===== config.mk =====
export PLATFORM = sky130hd
export DESIGN_NAME = decoder_sweep_flat
export DESIGN_NICKNAME = d
export VERILOG_FILES = /design/src/rtl/decoder_sweep_pkg.sv /design/src/rtl/decoder_sweep_if.sv /design/src/rtl/decoder_sweep_core.sv /design/src/rtl/decoder_sweep.sv /design/src/flat_wrapper.sv
export SDC_FILE = /design/constraint.sdc
export NUM_CORES = 1
export LEC_CHECK = 0
export CELL_PAD_IN_SITES_DETAIL_PLACEMENT = 0
export CELL_PAD_IN_SITES_GLOBAL_PLACEMENT = 1
export CORE_MARGIN = 10
export CORE_UTILIZATION = 40
export CTS_CLUSTER_SIZE = 16
export DETAILED_ROUTE_END_ITERATION = 8
export DONT_BUFFER_PORTS = 1
export PLACE_DENSITY_LB_ADDON = 0.1
export SYNTH_ARGS = -nofsm -noshare
export SYNTH_HDL_FRONTEND = slang
export SYNTH_SLANG_ARGS = --single-unit

===== constraint.sdc =====
create_clock -name clk -period 2.69 [get_ports clk]
set_clock_uncertainty 0.2 [all_clocks]
set_input_delay 0.538 -clock clk [delete_from_list [all_inputs] [get_ports clk]]
set_output_delay 0.538 -clock clk [all_outputs]
set_load 0.01 [all_outputs]

===== src/rtl/decoder_sweep_pkg.sv =====
// Shared types and helpers for the decoder_sweep block.
package decoder_pkg;

  localparam int ONEHOT_MAX = 1024;

  typedef enum logic {IDLE, SWEEP} state_e;

  // Fixed-width reference one-hot; callers slice [0:num_out-1].
  function automatic logic [0:ONEHOT_MAX-1] onehot(input int unsigned addr,
                                                   input int unsigned num_out);
    onehot = '0;
    if (addr < num_out && addr < ONEHOT_MAX) onehot[addr] = 1'b1;
  endfunction

endpackage


===== src/rtl/decoder_sweep_if.sv =====
// Decode-request / write-enable bus between decode stage and register-file enables.
interface decoder_sweep_if #(
  parameter int ADDR_W  = 5,
  parameter int NUM_OUT = 32,
  parameter int GROUP_W = 8
);
  logic [0:ADDR_W-1]            x;
  logic                         en;
  logic                         sweep_req;
  logic [0:NUM_OUT-1]           z;
  logic [0:NUM_OUT/GROUP_W-1]   enable;
  logic                         sweep_busy;
  logic                         sweep_done;
  logic                         addr_err;

  modport master (output x, en, sweep_req,
                  input  z, enable, sweep_busy, sweep_done, addr_err);
  modport slave  (input  x, en, sweep_req,
                  output z, enable, sweep_busy, sweep_done, addr_err);
endinterface


===== src/rtl/decoder_sweep_core.sv =====
// Combinational ADDR_W -> NUM_OUT one-hot decoder; out-of-range addresses decode to zero.
module decoder_core #(
  parameter int ADDR_W  = 5,
  parameter int NUM_OUT = 32
) (
  input  logic [ADDR_W-1:0]  addr,
  input  logic               en,
  output logic [0:NUM_OUT-1] z
);

  for (genvar k = 0; k < NUM_OUT; k++) begin : g_dec
    assign z[k] = en && (addr == ADDR_W'(k));
  end

endmodule


===== src/rtl/decoder_sweep.sv =====
// Registered one-hot decoder with group enables and an FSM sweep for register-file init.
// Optional sticky range error: define DECODER_SWEEP_RANGE_ERR_EN.
module decoder_sweep
  import decoder_pkg::*;
#(
  parameter int ADDR_W  = 5,
  parameter int NUM_OUT = 32,
  parameter int GROUP_W = 8
) (
  input  logic          clk,
  input  logic          rst_n,
  decoder_sweep_if.slave bus
);

  localparam int              NUM_GRP = NUM_OUT / GROUP_W;
  localparam logic [ADDR_W-1:0] LAST  = ADDR_W'(NUM_OUT - 1);

  state_e               state_q, state_d;
  logic [ADDR_W-1:0]    cnt_q, cnt_d;
  logic [ADDR_W-1:0]    x_a, dec_addr;
  logic                 dec_en;
  logic [0:NUM_OUT-1]   z_q, z_d;
  logic [0:NUM_GRP-1]   grp_q, grp_d;
  logic                 busy_q, busy_d;
  logic                 done_q, done_d;

  assign x_a = bus.x;

  // Decoder address is the value z will show next: x in IDLE, next counter in SWEEP.
  always_comb begin
    state_d  = state_q;
    cnt_d    = cnt_q;
    dec_addr = x_a;
    dec_en   = 1'b0;
    busy_d   = busy_q;
    done_d   = 1'b0;
    case (state_q)
      IDLE: begin
        if (bus.sweep_req) begin
          state_d  = SWEEP;
          cnt_d    = '0;
          dec_addr = '0;
          dec_en   = 1'b1;
          busy_d   = 1'b1;
        end else begin
          dec_en   = bus.en;
        end
      end
      SWEEP: begin
        if (cnt_q == LAST) begin
          state_d = IDLE;
          cnt_d   = '0;
          busy_d  = 1'b0;
          done_d  = 1'b1;
        end else begin
          cnt_d    = cnt_q + 1'b1;
          dec_addr = cnt_d;
          dec_en   = 1'b1;
        end
      end
      default: state_d = IDLE;
    endcase
  end

  decoder_core #(.ADDR_W(ADDR_W), .NUM_OUT(NUM_OUT)) u_core (
    .addr (dec_addr),
    .en   (dec_en),
    .z    (z_d)
  );

  for (genvar g = 0; g < NUM_GRP; g++) begin : g_grp
    assign grp_d[g] = |z_d[g*GROUP_W +: GROUP_W];
  end

  always_ff @(posedge clk or negedge rst_n) begin
    if (!rst_n) begin
      state_q <= IDLE;
      cnt_q   <= '0;
      z_q     <= '0;
      grp_q   <= '0;
      busy_q  <= 1'b0;
      done_q  <= 1'b0;
    end else begin
      state_q <= state_d;
      cnt_q   <= cnt_d;
      z_q     <= z_d;
      grp_q   <= grp_d;
      busy_q  <= busy_d;
      done_q  <= done_d;
    end
  end

`ifdef DECODER_SWEEP_RANGE_ERR_EN
  logic err_q, err_d;
  logic x_oor;

  assign x_oor = {1'b0, x_a} >= (ADDR_W+1)'(NUM_OUT);

  always_comb begin
    err_d = err_q | ((state_q == IDLE) && bus.en && x_oor);
  end

  always_ff @(posedge clk or negedge rst_n) begin
    if (!rst_n) err_q <= 1'b0;
    else        err_q <= err_d;
  end

  assign bus.addr_err = err_q;
`else
  assign bus.addr_err = 1'b0;
`endif

  assign bus.z          = z_q;
  assign bus.enable     = grp_q;
  assign bus.sweep_busy = busy_q;
  assign bus.sweep_done = done_q;

endmodule


===== src/flat_wrapper.sv =====
// flat-port wrapper written by rule: the top's interface ports become plain ports
module decoder_sweep_flat import decoder_pkg::*;
#(
  parameter int ADDR_W  = 5,
  parameter int NUM_OUT = 32,
  parameter int GROUP_W = 8
)
  (clk, rst_n, bus_x, bus_en, bus_sweep_req, bus_z, bus_enable, bus_sweep_busy, bus_sweep_done, bus_addr_err);
  decoder_sweep_if #(.ADDR_W(ADDR_W), .NUM_OUT(NUM_OUT), .GROUP_W(GROUP_W)) bus_i ();
  input  logic clk;
  input  logic rst_n;
  input wire logic [$bits(bus_i.x)-1:0] bus_x;
  input wire logic [$bits(bus_i.en)-1:0] bus_en;
  input wire logic [$bits(bus_i.sweep_req)-1:0] bus_sweep_req;
  output wire logic [$bits(bus_i.z)-1:0] bus_z;
  output wire logic [$bits(bus_i.enable)-1:0] bus_enable;
  output wire logic [$bits(bus_i.sweep_busy)-1:0] bus_sweep_busy;
  output wire logic [$bits(bus_i.sweep_done)-1:0] bus_sweep_done;
  output wire logic [$bits(bus_i.addr_err)-1:0] bus_addr_err;
  assign bus_i.x = bus_x;
  assign bus_i.en = bus_en;
  assign bus_i.sweep_req = bus_sweep_req;
  assign bus_z = bus_i.z;
  assign bus_enable = bus_i.enable;
  assign bus_sweep_busy = bus_i.sweep_busy;
  assign bus_sweep_done = bus_i.sweep_done;
  assign bus_addr_err = bus_i.addr_err;
  decoder_sweep #(.ADDR_W(ADDR_W), .NUM_OUT(NUM_OUT), .GROUP_W(GROUP_W)) u_core (.clk(clk), .rst_n(rst_n), .bus(bus_i));
endmodule

Word-level counts from Yosys, hierarchy flattened

Cells that the tools add are included.

Word-level logic and storage cells: 96
Bits of input ports: 9
Register bits after elaboration: 44

$add $sub $neg: 1
Equal/unequal tests: 34
Multiplexer cells: 16
Bitwise logic cells: 1
Reductions and logical operators: 38

Operators by type and width:

| operator                                                              | number |
|---|---|
| 5-bit equality test, second input constant                            | 17 |
| 5-bit by 4-bit equality test with 1-bit output, second input constant | 8 |
| 1-bit logical AND                                                     | 32 |
| 8-bit OR reduction                                                    | 4 |
| 5-bit by 3-bit equality test with 1-bit output, second input constant | 4 |
| 5-bit 2-to-1 mux                                                      | 4 |
| 5-bit one-hot mux with 2 select lines                                 | 2 |
| 5-bit by 2-bit equality test with 1-bit output, second input constant | 2 |
| 1-bit 2-to-1 mux                                                      | 7 |
| 1-bit one-hot mux with 2 select lines                                 | 3 |
| 5-bit by 1-bit adder with 5-bit output, second input constant         | 1 |
| 5-bit by 1-bit equality test with 1-bit output, second input constant | 1 |
| 5-bit zero test                                                       | 1 |
| 2-bit != test, second input constant                                  | 2 |
| 2-bit AND reduction                                                   | 1 |
| 1-bit NOT                                                             | 1 |

Depth between registers and ports, before layout

Word-level depth: 6
Gate-level depth with buffers: 8
Gate-level depth less buffers: 7

Hierarchy

Synthesis repeated with hierarchy kept, for this count alone.

Cell total of the unflattened synthesis: 149
Area total of the unflattened synthesis: 1706.6 um^2

Modules (own cells, without submodules):

| module        | times used | area each (um^2) | seq. area each (um^2) | cells each |
|---|---|---|---|---|
| decoder_sweep | 1          | 1472.7           | 1101.1                | 102 |
| decoder_core  | 1          | 234.0            | 0.0                   | 47 |

Least setup slack after synthesis

Ideal clock, no wire load.

Kind: reg-to-reg
From: reg u_core.cnt_q[0]
To: reg u_core.z_q (netlist bit u_core.bus.z[15])
Period minus slack after synthesis: 2.285 ns
Buffers on the path: 2
Arrival: 1.941 ns
Stages on the path, launching flop included: 9
Setup slack: 0.405 ns
Setup time: 0.144 ns
Path through: dfrtp_1 -> ha_1 -> and3_1 -> ha_1 -> buf_6 -> o211a_1 -> a21oi_1 -> buf_4 -> nor3_1

Cells in the longest elaborated chain, start to end: 5

RTL lines:

| what                                                                                 | line                                     | source |
|---|---|---|
| start, declared                                                                      | decoder_sweep.sv:19                      | `logic [ADDR_W-1:0] cnt_q, cnt_d;` |
| start signal, assigned                                                               | decoder_sweep.sv:85                      | `cnt_q <= cnt_d;` |
| 5-bit by 1-bit adder with 5-bit output / 5-bit equality test (equally long branches) | decoder_sweep.sv:56, decoder_sweep.sv:50 |  |
| 5-bit 2-to-1 mux                                                                     | decoder_sweep.sv:50                      | `if (cnt_q == LAST) begin` |
| 5-bit one-hot mux with 2 select lines                                                | decoder_sweep.sv:37                      | `case (state_q)` |
| 5-bit by 4-bit equality test with 1-bit output                                       | decoder_sweep_core.sv:12                 | `assign z[k] = en && (addr == ADDR_W'(k));` |
| 1-bit logical AND *                                                                  | decoder_sweep_core.sv:12                 |  |
| named net u_core.u_core.z (one bit)                                                  | decoder_sweep_core.sv:8                  | `output logic [0:NUM_OUT-1] z` |
| end signal, assigned                                                                 | decoder_sweep.sv:86                      | `z_q <= z_d;` |
| end, declared                                                                        | decoder_sweep.sv:22                      | `logic [0:NUM_OUT-1] z_q, z_d;` |

The timed path passes the listed nets; every way through them passes the cells marked *.
A chain may end at the register's enable or synchronous reset.

Worst setup path after layout

From: reg u_core.cnt_q[0]
To: reg u_core.z_q (netlist bit u_core.bus.z[0])

Cells in the longest elaborated chain, start to end: 5

RTL lines:

| what                                                                                 | line |
|---|---|
| 5-bit by 1-bit adder with 5-bit output / 5-bit equality test (equally long branches) | decoder_sweep.sv:56, decoder_sweep.sv:50 |
| 5-bit 2-to-1 mux                                                                     | decoder_sweep.sv:50 |
| 5-bit one-hot mux with 2 select lines                                                | decoder_sweep.sv:37 |
| 5-bit zero test                                                                      | decoder_sweep_core.sv:12 |
| 1-bit logical AND *                                                                  | decoder_sweep_core.sv:12 |
| named net u_core.u_core.z (one bit)                                                  | decoder_sweep_core.sv:8 |

Marked as above.

==> impl_metrics.py <==
metrics = {
    "outcome": {
        "status": "finished, final reports clean",
    },
    "layout": {
        "antenna_cells": 0,
        "drive_gt1_share_pct": 15.1,
        "final.fill_count": 400,
        "fin_area_sq_mm": 0.00202,
        "syn_to_final_growth_pct": 11.8,
        "finalNetCount": 163,
    },
    "pwr": {
        "pwr-share-comb_pct": 43.6,
        "power.share.clock_pct": 19.7,
        "internal_power_mw": 1.71,
        "p_per_area_mw_per_mm2": 1430,
        "sw_frac_of_total_pct": 41.1,
        "p_sw_mw": 1.19,
        "cellLeakagePower_nw": 0.953,
        "ir_drop_mv": 0.572,
        "power_frac_seq_pct": 36.6,
    },
    "sta": {
        "fin_crit_sh_pct": 91.8,
        "setup_tns_ps": 0,
        "clock.fmax_ghz": 0.405,
        "rsz0062_at_grt": "false",
        "setup_viol": 0,
        "finalHoldViolations": 0,
        "slew_violations": 0,
        "post-route-min-period_ps": 2470,
        "tightest_slew_ps": 656,
        "slew_headroom_pct": 56.3,
    },
    "clock_tree": {
        "postCtsSetupBuffers": 0,
        "htreeDepth": 2,
        "tritoncts": "done",
        "cts.reportedPaths.clkPinSlew_ps": 80,
        "numCtsBuffers": 5,
        "clk_latency_ps": 290,
        "cts_buffer_depth": 2,
        "cts-root-buf": "clkbuf_8",
        "clock_sinks": 44,
    },
    "logic_synthesis": {
        "async_reset_ff_share_pct": 100,
        "ys_seq_area_share_pct": 61.0,
        "synth_top_flop_cell": "dfrtp_1",
        "synth_most_common_cell": "dfrtp_1",
        "synth_cell_types": 39,
        "synth_area_leaders": "dfrtp_1 61%, nor3_1 6.9%, nor4_1 2.8%",
        "ys_ff_latch": 44,
        "syn-mean-instance-area_sq_um": 12.3,
        "synth_top_area_cell": "dfrtp_1",
        "synthCells": 147,
        "synth_edf_count": 0,
        "yosys_warnings": 0,
        "synth_area_sq_mm": 0.00180,
        "synth_common_cells": "44 x dfrtp_1, 25 x nor3_1, 8 x nor4_1",
        "yosysTopAreaCellShare_pct": 61.0,
        "syn_nets": 158,
    },
    "critical_path": {
        "cp-start-kind": "register",
        "cp_cell_sequence": "ha_1, and3_1, ha_2, mux2_2, a22oi_4, nand3_1, nor3_1",
        "crit_path_end_kind": "register",
        "worstPathArrival_ps": 2480,
        "r2r_start": "u_core.cnt_q[0]$_DFFE_PN0P_",
        "crit_start": "u_core.cnt_q[0]$_DFFE_PN0P_",
        "cp_slowest_cell": "mux2_2",
        "cp_num_buf_inv": 0,
        "worstSetupPathType": "reg -> reg",
        "crit_fanout": 13,
        "critPathMaxStageDelay_ps": 410,
        "critPathTopFamily": "simple AND/OR/NAND/NOR gates",
        "required_ps": 2700,
    },
    "routing": {
        "vias": 1144,
        "drtIter0Drc": 55,
        "wl_um": 3980,
        "viasPerCell": 5.61,
        "drc": 0,
        "ant_nets": 0,
        "drt_first_pass_iters": 4,
        "wl_per_cell_um": 19.5,
    },
    "floorplan": {
        "coreArea_sq_mm": 0.00435,
        "std_cell_rows": 24,
        "io_pins": 48,
        "initial_utilization_pct": 41.4,
        "die-height_um": 87.2,
        "die_width_um": 87.2,
        "die-area_sq_mm": 0.00760,
    },
    "global_routing": {
        "grt_start_max_net_pins": 45,
        "grt_overflow": 0,
        "antenna_found_initial": 0,
        "grt_pass1_wl_um": 6460,
        "grt_usage_pct": 11.1,
        "grt_pass1_vias": 1190,
    },
    "place": {
        "dpl.hpwl_um": 2840,
        "gp_congestion": 0.790,
        "io_buffer_count": 0,
        "place_area_sq_mm": 0.00186,
    },
    "job": {
        "max_cap_violations": 0,
    },
    "min_path": {
        "hp-start": "bus_sweep_req",
        "hold_class": "in -> reg",
    },
}
[through the flow]
stage                     worst slack [ps]  power (mW)  cells  hold slack, ps  util [%]
after floorplan                        405        1.98    147            42.4         -
after global placement                 162        2.31    195            43.8      42.6
after detailed placement               112        2.33    195            43.8      42.6
after CTS                             80.6        2.93    204             182      46.3
after global routing                  20.2        3.12    204             189      46.3
final                                  220        2.89    204             190      46.3
[path summary, 6_finish.rpt]
kind	end	slack, ps	depth (start not counted)
worst max-delay path	u_core.bus.z[0]$_DFF_PN0_	220	7
worst min-delay path	u_core.state_q$_DFF_PN0_	190	2
worst max register to register	u_core.bus.z[0]$_DFF_PN0_	220	7
worst min register to register	u_core.cnt_q[4]$_DFFE_PN0P_	320	1
max in group asynchronous	u_core.cnt_q[4]$_DFFE_PN0P_	1560	2
min in group asynchronous	u_core.bus.z[11]$_DFF_PN0_	540	2
[area by class of cell]
class,count,area (sq um),share of cell area [%]
multi-input combinational,91,634,31.5
clock inverter,2,60.1,2.98
tap,52,65.1,3.23
inverter,4,15.0,0.744
clock buffer,5,68.8,3.41
sequential,44,1100,54.6
timing repair buffer,6,72.6,3.60
[routing by layer]
layer | share of wire, % | wire (um) | up-vias | track usage [%]
met5 | 0 | 0 | - | 0
met4 | 1.8 | 70 | 0 | 4.78
met3 | 12 | 467 | 6 | 5.90
met2 | 44 | 1760 | 40 | 16.2
met1 | 42 | 1680 | 556 | 13.4
li1 | - | - | 542 | -
[cell usage in the layout, fill, tap and decap left out, types with 3 or more instances in the layout]
master / instances
buf_4: 3
nand3_1: 4
nand2_1: 5
inv_1: 4
nor4_1: 8
dfrtp_1: 44
nand2b_1: 3
nor2_1: 4
and3_1: 3
o21ai_0: 4
clkbuf_8: 5
nor3_1: 25
a21o_1: 3
[sequential cells by signal, indices dropped and copies added (netlist names)]
signal                 flops
u_core.bus.enable          4
u_core.cnt_q               5
u_core.bus.z              32
u_core.bus.sweep_busy      1
u_core.state_q             1
u_core.bus.sweep_done      1
[power by group through the flow]
stage | clock network (mW) | logic, mW | registers, mW
finish | 0.571 | 1.26 | 1.06
floorplan | 0 | 0.969 | 1.01
global placement | 0 | 1.23 | 1.08
detailed placement | 0 | 1.25 | 1.08
global route | 0.614 | 1.41 | 1.09
CTS | 0.585 | 1.27 | 1.07
[kinds of logic (layout without fill, tap and decap cells)]
| group | count (synthesis) | count (layout) | synth area share, % |
|---|---|---|---|
| flops | 44 | 44 | 61.0 |
| mux | 3 | 3 | 2.70 |
| buf+inv | 12 | 17 | 3.95 |
| simple gates | 60 | 60 | 18.4 |
| fa+ha+maj | 2 | 2 | 1.39 |
| compound gates | 24 | 24 | 11.9 |
| other cells | 1 | 1 | 0.208 |
| xor+xnor | 1 | 1 | 0.486 |
[repair_timing]
item	4_1_cts	5_1_grt
endpoints found under the hold margin	44	0
endpoints found under the setup margin	0	13
resized for setup	0	1
hold buffers	2	0
Note: power is estimated with default switching activity, not from simulation.
